**src/rtl/wb_stream_reader.sv**
```systemverilog
// Wishbone classic read master: fetches a block of consecutive words, one bus
// cycle at a time, into a first-word-fall-through FIFO for a streaming consumer.

module wb_stream_reader_checker #(
    parameter int fifo_log2 = 4
) (
    input logic                 clk,
    input logic                 rst,
    input logic                 push,
    input logic [fifo_log2:0]   level
);
    localparam logic [fifo_log2:0] depth_lvl = {1'b1, {fifo_log2{1'b0}}};

    // The fetch guard must never let a word arrive while the FIFO is full.
    push_not_full: assert property (@(posedge clk) disable iff (rst) !(push && (level == depth_lvl)));
endmodule

module wb_stream_reader #(
    parameter int adr_width = 32,
    parameter int fifo_log2 = 4,
    parameter int len_width = 16
) (
    input  logic                 clk,
    input  logic                 rst,
    input  logic                 start,
    input  logic [adr_width-1:0] base_adr,
    input  logic [len_width-1:0] len,
    output logic                 busy,
    output logic                 done,
    output logic                 error,
    output logic                 wb_cyc,
    output logic                 wb_stb,
    output logic                 wb_we,
    output logic [3:0]           wb_sel,
    output logic [adr_width-1:0] wb_adr,
    input  logic [31:0]          wb_dat_sm,
    input  logic                 wb_ack,
    input  logic                 wb_err,
    input  logic                 wb_rty,
    input  logic                 rd_en,
    output logic [31:0]          rd_data,
    output logic                 empty,
    output logic [fifo_log2:0]   level
);
    typedef enum logic [1:0] {
        IDLE   = 2'd0,
        FETCH  = 2'd1,
        HOLD   = 2'd2,
        FINISH = 2'd3
    } state_t;

    localparam int depth = 2 ** fifo_log2;
    localparam logic [fifo_log2:0]   depth_lvl = {1'b1, {fifo_log2{1'b0}}};
    localparam logic [fifo_log2:0]   depth_m1  = {1'b0, {fifo_log2{1'b1}}};
    localparam logic [fifo_log2:0]   lvl_one   = {{fifo_log2{1'b0}}, 1'b1};
    localparam logic [fifo_log2-1:0] ptr_one   = {{(fifo_log2-1){1'b0}}, 1'b1};
    localparam logic [len_width-1:0] cnt_one   = {{(len_width-1){1'b0}}, 1'b1};
    localparam logic [adr_width-1:0] adr_step  = {{(adr_width-3){1'b0}}, 3'b100};

    state_t               state_r, state_s;
    logic [adr_width-1:0] adr_r, adr_s;
    logic [len_width-1:0] cnt_r, cnt_s;
    logic                 busy_r, done_r, error_r, cyc_r;
    logic                 done_s, err_set_s, err_clr_s, push_s, pop_s;
    logic [fifo_log2:0]   level_r, level_s;
    logic [fifo_log2-1:0] wr_ptr_r, rd_ptr_r;
    logic [31:0]          mem_r [depth];

    // err outranks ack, so an erroring cycle never pushes.
    assign push_s = (state_r == FETCH) && wb_ack && !wb_err;
    assign pop_s  = rd_en && (level_r != {(fifo_log2+1){1'b0}});

    // Occupancy after this cycle's push and pop; also steers the fetch guard.
    always_comb begin
        level_s = level_r;
        case ({push_s, pop_s})
            2'b10:   level_s = level_r + lvl_one;
            2'b01:   level_s = level_r - lvl_one;
            default: level_s = level_r;
        endcase
    end

    // Next-state logic with address/count bookkeeping.
    always_comb begin
        state_s   = state_r;
        adr_s     = adr_r;
        cnt_s     = cnt_r;
        done_s    = 1'b0;
        err_set_s = 1'b0;
        err_clr_s = 1'b0;
        case (state_r)
            IDLE: begin
                if (start) begin
                    err_clr_s = 1'b1;
                    if (len != {len_width{1'b0}}) begin
                        adr_s   = {base_adr[adr_width-1:2], 2'b00};
                        cnt_s   = len;
                        state_s = (level_r < depth_lvl) ? FETCH : HOLD;
                    end else begin
                        done_s  = 1'b1;
                        state_s = IDLE;
                    end
                end else begin
                    state_s = IDLE;
                end
            end
            FETCH: begin
                if (wb_err) begin
                    err_set_s = 1'b1;
                    done_s    = 1'b1;
                    state_s   = FINISH;
                end else if (wb_ack) begin
                    adr_s = adr_r + adr_step;
                    cnt_s = cnt_r - cnt_one;
                    if (cnt_r == cnt_one) begin
                        done_s  = 1'b1;
                        state_s = FINISH;
                    end else if (level_s >= depth_m1) begin
                        state_s = HOLD;
                    end else begin
                        state_s = FETCH;
                    end
                end else if (wb_rty) begin
                    state_s = HOLD;
                end else begin
                    state_s = FETCH;
                end
            end
            HOLD: begin
                if (level_r < depth_lvl) begin
                    state_s = FETCH;
                end else begin
                    state_s = HOLD;
                end
            end
            FINISH:  state_s = IDLE;
            default: state_s = IDLE;
        endcase
    end

    // FSM state plus registered bus and status outputs.
    always_ff @(posedge clk or posedge rst) begin
        if (rst) begin
            state_r <= IDLE;
            adr_r   <= {adr_width{1'b0}};
            cnt_r   <= {len_width{1'b0}};
            busy_r  <= 1'b0;
            done_r  <= 1'b0;
            error_r <= 1'b0;
            cyc_r   <= 1'b0;
        end else begin
            state_r <= state_s;
            adr_r   <= adr_s;
            cnt_r   <= cnt_s;
            busy_r  <= (state_s != IDLE);
            done_r  <= done_s;
            cyc_r   <= (state_s == FETCH);
            if (err_clr_s) begin
                error_r <= 1'b0;
            end else if (err_set_s) begin
                error_r <= 1'b1;
            end
        end
    end

    // FIFO pointers and occupancy.
    always_ff @(posedge clk or posedge rst) begin
        if (rst) begin
            wr_ptr_r <= {fifo_log2{1'b0}};
            rd_ptr_r <= {fifo_log2{1'b0}};
            level_r  <= {(fifo_log2+1){1'b0}};
        end else begin
            if (push_s) begin
                wr_ptr_r <= wr_ptr_r + ptr_one;
            end
            if (pop_s) begin
                rd_ptr_r <= rd_ptr_r + ptr_one;
            end
            level_r <= level_s;
        end
    end

    // FIFO storage, written only on an acknowledged read.
    always_ff @(posedge clk) begin
        if (push_s) begin
            mem_r[wr_ptr_r] <= wb_dat_sm;
        end
    end

    assign busy    = busy_r;
    assign done    = done_r;
    assign error   = error_r;
    assign wb_cyc  = cyc_r;
    assign wb_stb  = cyc_r;
    assign wb_we   = 1'b0;
    assign wb_sel  = 4'hF;
    assign wb_adr  = adr_r;
    assign empty   = (level_r == {(fifo_log2+1){1'b0}});
    assign level   = level_r;
    assign rd_data = empty ? 32'h0000_0000 : mem_r[rd_ptr_r];

    wb_stream_reader_checker #(.fifo_log2(fifo_log2)) u_checker (
        .clk   (clk),
        .rst   (rst),
        .push  (push_s),
        .level (level_r)
    );
endmodule

```
**config.mk**
```make
export PLATFORM = sky130hd
export DESIGN_NAME = wb_stream_reader
export DESIGN_NICKNAME = d
export VERILOG_FILES = /design/src/rtl/wb_stream_reader.sv
export SDC_FILE = /design/constraint.sdc
export NUM_CORES = 1
export LEC_CHECK = 0
export ABC_AREA = 1
export BUFFER_PORTS_ARGS = -buffer_cell sky130_fd_sc_hd__buf_2
export CAP_MARGIN = 20
export CELL_PAD_IN_SITES_DETAIL_PLACEMENT = 1
export CELL_PAD_IN_SITES_GLOBAL_PLACEMENT = 1
export CORE_UTILIZATION = 35
export CTS_CLUSTER_DIAMETER = 80
export CTS_CLUSTER_SIZE = 24
export DETAILED_ROUTE_END_ITERATION = 12
export GPL_TIMING_DRIVEN = 0
export PLACE_DENSITY_LB_ADDON = 0.1
export SLEW_MARGIN = 20
export SYNTH_ARGS = -nofsm -noshare
export SYNTH_HDL_FRONTEND = slang
export SYNTH_HIERARCHICAL = 1
export SYNTH_SLANG_ARGS = --single-unit
export TNS_END_PERCENT = 100
```
**constraint.sdc**
```tcl
create_clock -name clk -period 3.05 [get_ports clk]
set_clock_uncertainty 0.1 [all_clocks]
set_input_delay 0.61 -clock clk [delete_from_list [all_inputs] [get_ports clk]]
set_output_delay 0.61 -clock clk [all_outputs]
set_load 0.05 [all_outputs]
```
==> results_dict.tcl <==
set metrics [dict create \
    outcome "finished with violations" \
    violations "negative setup slack" \
    period_share 1.09 \
    antenna_found_initial 6 \
    layout_common_cells "edfxtp_1, nor2_1, o21ai_0, buf_2, nand2_1" \
    clk_latency_ns 0.60 \
    seq_area_frac_synth 0.708 \
    yosysWarningCount 6 \
    vias 17600 \
    core_um2 67500 \
    synth-seq-cells 577 \
    clock_sinks 577 \
    synth_edf_count 512 \
    start_util 0.355 \
    syn_area_um2 24000 \
    cellPowerDensity_nw_per_um2 1070 \
    die-width_um 264 \
    grt_pass1_vias 18300 \
    die_h_um 264 \
    crit_arrival_ns 2.61 \
    cts_max_level 2 \
    drt_iter0_drc 1396 \
    drc 0 \
    layout.nets 2332 \
    min_period_ns 3.32 \
    place_area_um2 26700 \
    area_growth_pct 23.7 \
    firstDrtPassIters 5 \
    routed_via_density 5.63 \
    cp-start-kind "register" \
    final_common_cell "edfxtp_1" \
    ys_types 45 \
    syn_inst 1988 \
    avgSynthCellArea_um2 12.1 \
    async_flop_share 0.113 \
    finalNonFillerCells 3134 \
    grt_pass1_wl_mm 127 \
    grt_max_degree 34 \
    crit_type "register to output port" \
    grt_overflow_total 0 \
    holdCritPathClass "input port to register" \
    finalSetupViolCount 32 \
    synth_top_cell_area_share 0.641 \
    track_usage 0.251 \
    power.leakage_nw 10.2 \
    place_worst_setup_slack_ns -1.34 \
    dp_hpwl_mm 59.3 \
    dp_cells 3050 \
    fin_ws_ns -0.265 \
    critPathCaptureType "output port" \
    cts_buffer_depth 3 \
    synthFlopType "edfxtp_1" \
    root_buffer "clkbuf_16" \
    die_area_um2 69600 \
    fmax_mhz 302 \
    io_pins 167 \
    maxCapViolCount 0 \
    design_area_um2 29700 \
    ant_nets 0 \
    avgRoutedWirePerCell_um 28.1 \
    cts-buffers-inserted 36 \
    fill_cells 7062 \
    synth_top_area_cell "edfxtp_1" \
    worst_pin_slew_ns 0.784 \
    clkTransAtPathRegs_ns 0.09 \
    synthTopCellsByArea "edfxtp_1, dfrtp_1, o21ai_0" \
    portBuffers 157 \
    hold_violations 0 \
    cp_max_fo 10 \
    vdd_drop_max_uv 848 \
    critPathRequiredTime_ns 2.34 \
    layout-drive-gt1-share 0.229 \
    num_rows 95 \
    slew_headroom 0.476 \
    drt-total-wl_mm 88.2 \
    cts_tree "built" \
    slew_viol_final 0 \
    rsz0062_at_grt "yes" \
    place_congestion 0.856 \
]
flip-flops by register name, indices dropped and copies added (netlist names):
name,cells
wr_ptr_r,4
cnt_r,16
mem_r,512
wb_adr,30
busy,1
done,1
rd_ptr_r,4
level,5
error,1
state_r,2
wb_cyc,1
worst max-delay path, cell delays in order (launching register included):
cell and delay [ns]:
dfrtp_2 0.47, buf_12 0.17, inv_12 0.09, buf_6 0.19, clkbuf_16 0.20, nor2_1 0.05, o221ai_1 0.20, nand3_1 0.19
a21oi_4 0.27, buf_6 0.19
path summary, 6_finish.rpt:
path                                         start                endpoint  slack (ns)  depth (start not counted)
hold / removal                         base_adr[3]   wb_adr[3]$_DFFE_PP0P_        0.19                          3
setup / recovery           rd_ptr_r[0]$_DFFE_PP0P_              rd_data[4]       -0.27                          9
max in group asynchronous                      rst   cnt_r[12]$_DFFE_PP0P_        1.78                          4
hold reg to reg              cnt_r[13]$_DFFE_PP0P_   cnt_r[13]$_DFFE_PP0P_        0.43                          1
min in group asynchronous                      rst  wb_adr[21]$_DFFE_PP0P_        0.49                          3
setup reg to reg                level[4]$_DFF_PP0_          busy$_DFF_PP0_        0.18                         15
per-stage QoR:
stage	TNS, ns	hold WS, ns	total power, mW	utilization
finish	-6.70	0.193	31.8	0.440
global route	-8.96	0.189	33.1	0.440
CTS	-8.31	0.170	31.2	0.434
detailed placement	-34.11	0.392	23.4	0.395
global placement	-1146.22	0.387	23.0	0.384
floorplan	-0.324	0.366	18.0	-
per-layer routing:
metal  routed length (um)  global-route usage
met5                   22                   0
met1                38700               0.345
met3                 4810              0.0312
met2                42300               0.415
met4                 2420              0.0797
synthesized netlist by cell type (all sizes together) (2+ instances only):
| cell | n |
|---|---|
| a21oi | 59 |
| a22oi | 4 |
| a31oi | 5 |
| a32oi | 2 |
| a41oi | 2 |
| buf | 29 |
| clkbuf | 106 |
| clkinv | 2 |
| conb | 2 |
| dfrtp | 65 |
| edfxtp | 512 |
| ha | 10 |
| inv | 77 |
| nand2 | 117 |
| nand3 | 81 |
| nand3b | 3 |
| nand4 | 15 |
| nor2 | 359 |
| nor3 | 19 |
| nor4 | 9 |
| o211ai | 8 |
| o21ai | 326 |
| o221ai | 102 |
| o22ai | 43 |
| or2 | 7 |
| xnor2 | 2 |
| xor2 | 19 |
power by group:
| group | switching, mW | internal (mW) |
|---|---|---|
| registers | 0.559 | 9.17 |
| logic | 11.3 | 5.32 |
| clock network | 2.97 | 2.44 |
cell type report:
class / instances / area [um^2] / share of cell area
Antenna cell: 2 / 5.00 / 0.000169
Inverter: 79 / 322 / 0.0108
Sequential cell: 577 / 17000 / 0.573
Tap cell: 873 / 1090 / 0.0368
Clock inverter: 22 / 244 / 0.00822
Buffer: 134 / 1370 / 0.0460
Clock buffer: 40 / 937 / 0.0316
Timing Repair Buffer: 205 / 1920 / 0.0647
Multi-Input combinational cell: 1202 / 6800 / 0.229
cell families after synthesis:
kind of cell | share of synthesized area
flip-flops | 0.708
XOR/XNOR | 0.00766
buffers and inverters | 0.0352
other | 0.000313
AO/OA/AOI/OAI | 0.136
adder cells (fa/ha/maj) | 0.00521
AND/OR/NAND/NOR | 0.107
repair_timing:
| item | CTS | global route |
|---|---|---|
| endpoints found under the setup margin | 35 | 37 |
| resized for setup | 398 | 111 |
| endpoints found under the hold margin | 32 | 0 |
| pin swaps | 42 | 65 |
| gates cloned | 4 | 2 |
| hold buffers | 1 | 0 |
| setup buffers | 7 | 7 |
(Power assumes the default switching activity.)
